File: src/rtl/lcd_line_arbiter.sv
// lcd_line_arbiter: grants one of two requesters the LCD driver and writes
// that requester's 16-character line. The line is written as a DDRAM address
// command followed by 16 data bytes.
// Build option LCD_ARB_FIXED_PRIO_EN: when defined, Req0 always wins a tie.
// When undefined, ties are resolved round-robin.
//
// state   | meaning
// --------+-----------------------------------------------------------
// IDLE    | waiting for driver Ready and a request
// POS_REQ | address command presented, waiting for Busy to rise
// POS_ACK | address command accepted, waiting for Busy to fall
// POS_RDY | bus released, waiting for driver Ready
// CHR_REQ | character byte presented, waiting for Busy to rise
// CHR_ACK | character byte accepted, waiting for Busy to fall
// CHR_RDY | bus released; on Ready either advance or finish the line
// DONE    | one-cycle completion pulse, grant released
module lcd_line_arbiter (
   input  logic         Clk,
   input  logic         Rst,
   input  logic         Req0,
   input  logic         Req1,
   input  logic [128:1] Line0,
   input  logic [128:1] Line1,
   input  logic         Row0,
   input  logic         Row1,
   output logic         Gnt0,
   output logic         Gnt1,
   output logic         Done0,
   output logic         Done1,
   output logic [7:0]   DataValue,
   output logic         Command,
   output logic         Write,
   input  logic         Busy,
   input  logic         Ready
);

   localparam logic [2:0] IDLE    = 3'd0;
   localparam logic [2:0] POS_REQ = 3'd1;
   localparam logic [2:0] POS_ACK = 3'd2;
   localparam logic [2:0] POS_RDY = 3'd3;
   localparam logic [2:0] CHR_REQ = 3'd4;
   localparam logic [2:0] CHR_ACK = 3'd5;
   localparam logic [2:0] CHR_RDY = 3'd6;
   localparam logic [2:0] DONE    = 3'd7;

   logic [2:0]   state;
   logic [3:0]   char_cnt;
   logic [127:0] shift_reg;
   logic         row;
   logic         pick1;

`ifdef LCD_ARB_FIXED_PRIO_EN
   // Fixed priority: requester 1 is chosen only when requester 0 is not asking.
   always_comb begin
      pick1 = ~Req0;
   end
`else
   logic last_gnt;

   // Round-robin: on a tie, serve the requester that was not served last.
   always_comb begin
      pick1 = Req1 & (~Req0 | ~last_gnt);
   end

   // Remember the most recent winner so that ties alternate between requesters.
   always_ff @(posedge Clk) begin
      if (Rst) begin
         last_gnt <= 1'b1;
      end else if (state == IDLE && Ready && (Req0 | Req1)) begin
         last_gnt <= pick1;
      end
   end
`endif

   // Sequencer: arbitration, latching of the line, and the driver handshake per byte.
   always_ff @(posedge Clk) begin
      if (Rst) begin
         state     <= IDLE;
         Gnt0      <= 1'b0;
         Gnt1      <= 1'b0;
         char_cnt  <= 4'd0;
         shift_reg <= '0;
         row       <= 1'b0;
      end else begin
         case (state)
            IDLE: begin
               if (Ready && (Req0 | Req1)) begin
                  shift_reg <= pick1 ? Line1 : Line0;
                  row       <= pick1 ? Row1 : Row0;
                  Gnt0      <= ~pick1;
                  Gnt1      <= pick1;
                  char_cnt  <= 4'd0;
                  state     <= POS_REQ;
               end
            end
            POS_REQ: if (Busy)  state <= POS_ACK;
            POS_ACK: if (!Busy) state <= POS_RDY;
            POS_RDY: if (Ready) state <= CHR_REQ;
            CHR_REQ: if (Busy)  state <= CHR_ACK;
            CHR_ACK: if (!Busy) state <= CHR_RDY;
            CHR_RDY: begin
               if (Ready) begin
                  if (char_cnt == 4'd15) begin
                     state <= DONE;
                  end else begin
                     char_cnt  <= char_cnt + 4'd1;
                     shift_reg <= {shift_reg[119:0], 8'h00};
                     state     <= CHR_REQ;
                  end
               end
            end
            DONE: begin
               Gnt0  <= 1'b0;
               Gnt1  <= 1'b0;
               state <= IDLE;
            end
            default: state <= IDLE;
         endcase
      end
   end

   // Driver bus: the bus stays all-zero unless a write is presented.
   always_comb begin
      Write     = 1'b0;
      Command   = 1'b0;
      DataValue = 8'h00;
      case (state)
         POS_REQ, POS_ACK: begin
            Write     = 1'b1;
            Command   = 1'b1;
            DataValue = row ? 8'hC0 : 8'h80;
         end
         CHR_REQ, CHR_ACK: begin
            Write     = 1'b1;
            DataValue = shift_reg[127:120];
         end
         default: ;
      endcase
   end

   // Completion pulse goes to whichever requester holds the grant.
   always_comb begin
      Done0 = (state == DONE) && Gnt0;
      Done1 = (state == DONE) && Gnt1;
   end

endmodule

File: config.mk
export PLATFORM = sky130hd
export DESIGN_NAME = lcd_line_arbiter
export DESIGN_NICKNAME = d
export VERILOG_FILES = /design/src/rtl/lcd_line_arbiter.sv
export SDC_FILE = /design/constraint.sdc
export NUM_CORES = 1
export LEC_CHECK = 0
export ABC_CLOCK_PERIOD_IN_PS = 2600
export CORE_ASPECT_RATIO = 0.9
export CORE_MARGIN = 2
export CORE_UTILIZATION = 44
export DETAILED_ROUTE_END_ITERATION = 12
export PLACE_DENSITY = 0.79
export SLEW_MARGIN = 20
export SYNTH_ARGS = -nofsm -noshare
export SYNTH_HDL_FRONTEND = slang
export SYNTH_SLANG_ARGS = --single-unit
File: constraint.sdc
create_clock -name Clk -period 2.6 [get_ports Clk]
set_clock_uncertainty 0.05 [all_clocks]
set_input_delay 0.26 -clock Clk [delete_from_list [all_inputs] [get_ports Clk]]
set_output_delay 0.26 -clock Clk [all_outputs]
set_load 0.02 [all_outputs]
==> run summary <==
Setup bufs post-CTS - 0
Status - finished, final reports clean
Worst-Margin Slew - 742 ps
Critical path buffers and inverters - 1
Core area - 15,500 sq um
Cell Area, Synth - 7030 sq um
CTS H-Tree Depth - 4
Worst-Skew Late Latency - 420 ps
Setup tns final - 0 ps
Most used DFF post-synth - dfxtp_1
Synth Area in XOR/XNOR - 0.499%
Final worst path period share - 94.2%
Post-synthesis mux area share - 1.42%
Comb pwr share - 26.4%
Final ANT Viol Nets - 0
# setup viols final - 0
CP max stage cell - clkdlybuf4s50_1
Post-synthesis adder-cell area fraction - 0.178%
Unrepaired setup endpoints after global routing - false
Maximum vdd drop - 456 uV
Net Switching - 1.95 mW
Crit start category - register
CP Class - reg -> out
Post-synth ARST share - 0%
Slew Limit Headroom - 50.6%
Synthesized area per cell - 7.63 sq um
Hold crit path type - in -> reg
Pin count of the biggest net entering global routing - 126
Wire length per cell - 17.1 um
Initial core utilization - 45.3%
Total Routed Length - 23,200 um
Dpl cell area - 9940 sq um
Standard-cell row count - 43
Area grow syn2layout - 49.9%
Die W - 137 um
Crit path required time - 2290 ps
Util after Layout - 68.0%
Final Max Slew Viols - 0
Final min period - 2450 ps
Gr usage total - 26.5%
Post-DP HPWL - 15,200 um
Via total after detailed routing - 7,662
Max reg flops - 128
Yosys reg bits - 139
Synth Warn # - 0
Port buffer count - 277
Post-synth EDFFs - 0
CTS tree - built
CTS-repair resized insts - 0
CTS root buf - clkbuf_16
Peak Freq - 408 MHz
Worst Path Arrival - 2140 ps
Reg-to-reg setup timing slack - 420 ps
Io pins - 278
Critical path, cell by cell - xnor2_1 > nor2_1 > a22o_1 > clkdlybuf4s50_1
Post-Syn Nets - 1,186
Number of global-route vias before repair - 7,159
Fill cells - 1,311
Detailed-route DRC error count - 0
Synth Area in Compound Gates - 35.8%
Drt first pass iters - 5
Die area - 17,000 sq um
Maxcap violations - 0
Final hold viol count - 0
Pwr Density - 660 nW/um^2
Max stage delay on crit path - 640 ps
Die Ht - 124 um
Largest family of logic cells by synthesized area - compound AO/OA/AOI/OAI gates
Via density - 5.62
Clk pwr share - 35.1%
Power Internal - 5.00 mW
Initial antenna violation count - 1
Sequential area share after synthesis - 39.6%
Top Family by Delay on Critical Path - buffers and inverters
Worst Setup End Kind - output pin
Clock Path Buffers - 2
Grt ovf - 0
Num CTS Buffers - 17
Synth Instances - 921
Sequential Power Share - 38.5%
Critical Path Fanout Max - 10
Worst-path clk slew - 60 ps
Cell variety after synth - 39
Hold buffer count at CTS - 0
Leak pwr - 4.43 nW
Tot Pwr - 6.96 mW
Iter 0 DRT Violations - 535
Final Instance Area - 10,500 sq um
Simple-gate portion of the synthesized area - 16.2%
First-pass GRT wire length - 35,500 um
Layout cell share with drive strength beyond 1 - 4.83%
Net count, final - 1,414
RePlAce Congestion - 0.843
Sw Ratio - 28.1%
CTS sink count - 139
[cell usage in the layout (no fill, tap or decap), types with 4 or more instances in the layout]
cell type / n
o2bb2ai_1: 8
clkbuf_16: 17
nand2_1: 130
a22o_1: 121
nor2_1: 128
clkdlybuf4s50_1: 277
a21oi_1: 249
clkinv_2: 4
mux2i_1: 10
dfxtp_1: 139
buf_12: 12
and2_1: 8
buf_4: 8
[final timing paths]
kind	start	cells past startpoint	endpoint
worst max-delay path	state[0]	4	DataValue[6]
worst min-delay path	Row0	3	row
worst max register to register	state[1]	6	shift_reg[107]
worst min register to register	shift_reg[1]	1	shift_reg[1]
[routing by layer]
metal	wire length [um]	vias up	global-route usage [%]	share of wire (%)
li1	-	3729	-	-
met1	10000	3546	34.3	43
met2	10600	348	42.6	46
met3	2280	39	8.02	9.8
met4	354	0	8.31	1.5
met5	0	-	0	0
[kinds of logic after synthesis]
kind of cell / after synthesis
compound gates: 395
simple gates: 284
flops: 139
buf+inv: 88
mux: 10
xor+xnor: 4
fa+ha+maj: 1
[cell usage after synthesis (2+ instances only)]
cell type / instances / share of area (%)
a21oi_1: 249 / 18
dfxtp_1: 139 / 40
nand2_1: 130 / 6.9
nor2_1: 129 / 6.9
a22o_1: 121 / 15
clkbuf_1: 53 / 2.8
buf_2: 18 / 1.3
buf_6: 10 / 1.6
mux2i_1: 10 / 1.4
and2_1: 8 / 0.71
o2bb2ai_1: 8 / 1.0
buf_4: 4 / 0.43
buf_1: 3 / 0.16
nand3b_1: 3 / 0.32
o21ai_0: 3 / 0.21
a311oi_1: 2 / 0.25
a31o_2: 2 / 0.25
and4_1: 2 / 0.25
nand2b_1: 2 / 0.18
nand3_1: 2 / 0.14
nor3_1: 2 / 0.14
o211ai_1: 2 / 0.21
xnor2_1: 2 / 0.25
xor2_1: 2 / 0.25
[power groups by stage]
stage / combinational, mW / clock (mW) / sequential (mW)
4_1_cts: 1.84 / 2.47 / 2.67
3_3_place_gp: 1.79 / 0 / 2.70
2_1_floorplan: 1.09 / 0 / 2.64
3_5_place_dp: 1.82 / 0 / 2.71
5_1_grt: 1.99 / 2.56 / 2.71
6_report: 1.84 / 2.44 / 2.68
[cell type report]
cell class	count	area (sq um)	area share [%]
diodes	1	2.50	0.0238
flip-flops and latches	139	2780	26.4
multi-input cells	694	3830	36.4
clock buffers	22	474	4.50
repair buffers	297	3070	29.2
clock inverters	8	118	1.12
well taps	202	253	2.40
[worst register-to-register path: cells and delay by family, from the launching register on]
family	cells	cell delay, ps
AOI/OAI and AO/OA	3	850
buffers and inverters	2	540
DFF	1	460
and+or+nand+nor	1	230
[metrics by stage]
stage | hold WS (ps) | std cells | setup WS [ps]
floorplan | 369 | 921 | 807
global placement | 397 | 1332 | 451
detailed placement | 403 | 1332 | 403
CTS | 373 | 1362 | 108
global route | 394 | 1362 | 31.5
finish | 393 | 1363 | 150
Note: power is estimated with default switching activity, not from simulation.
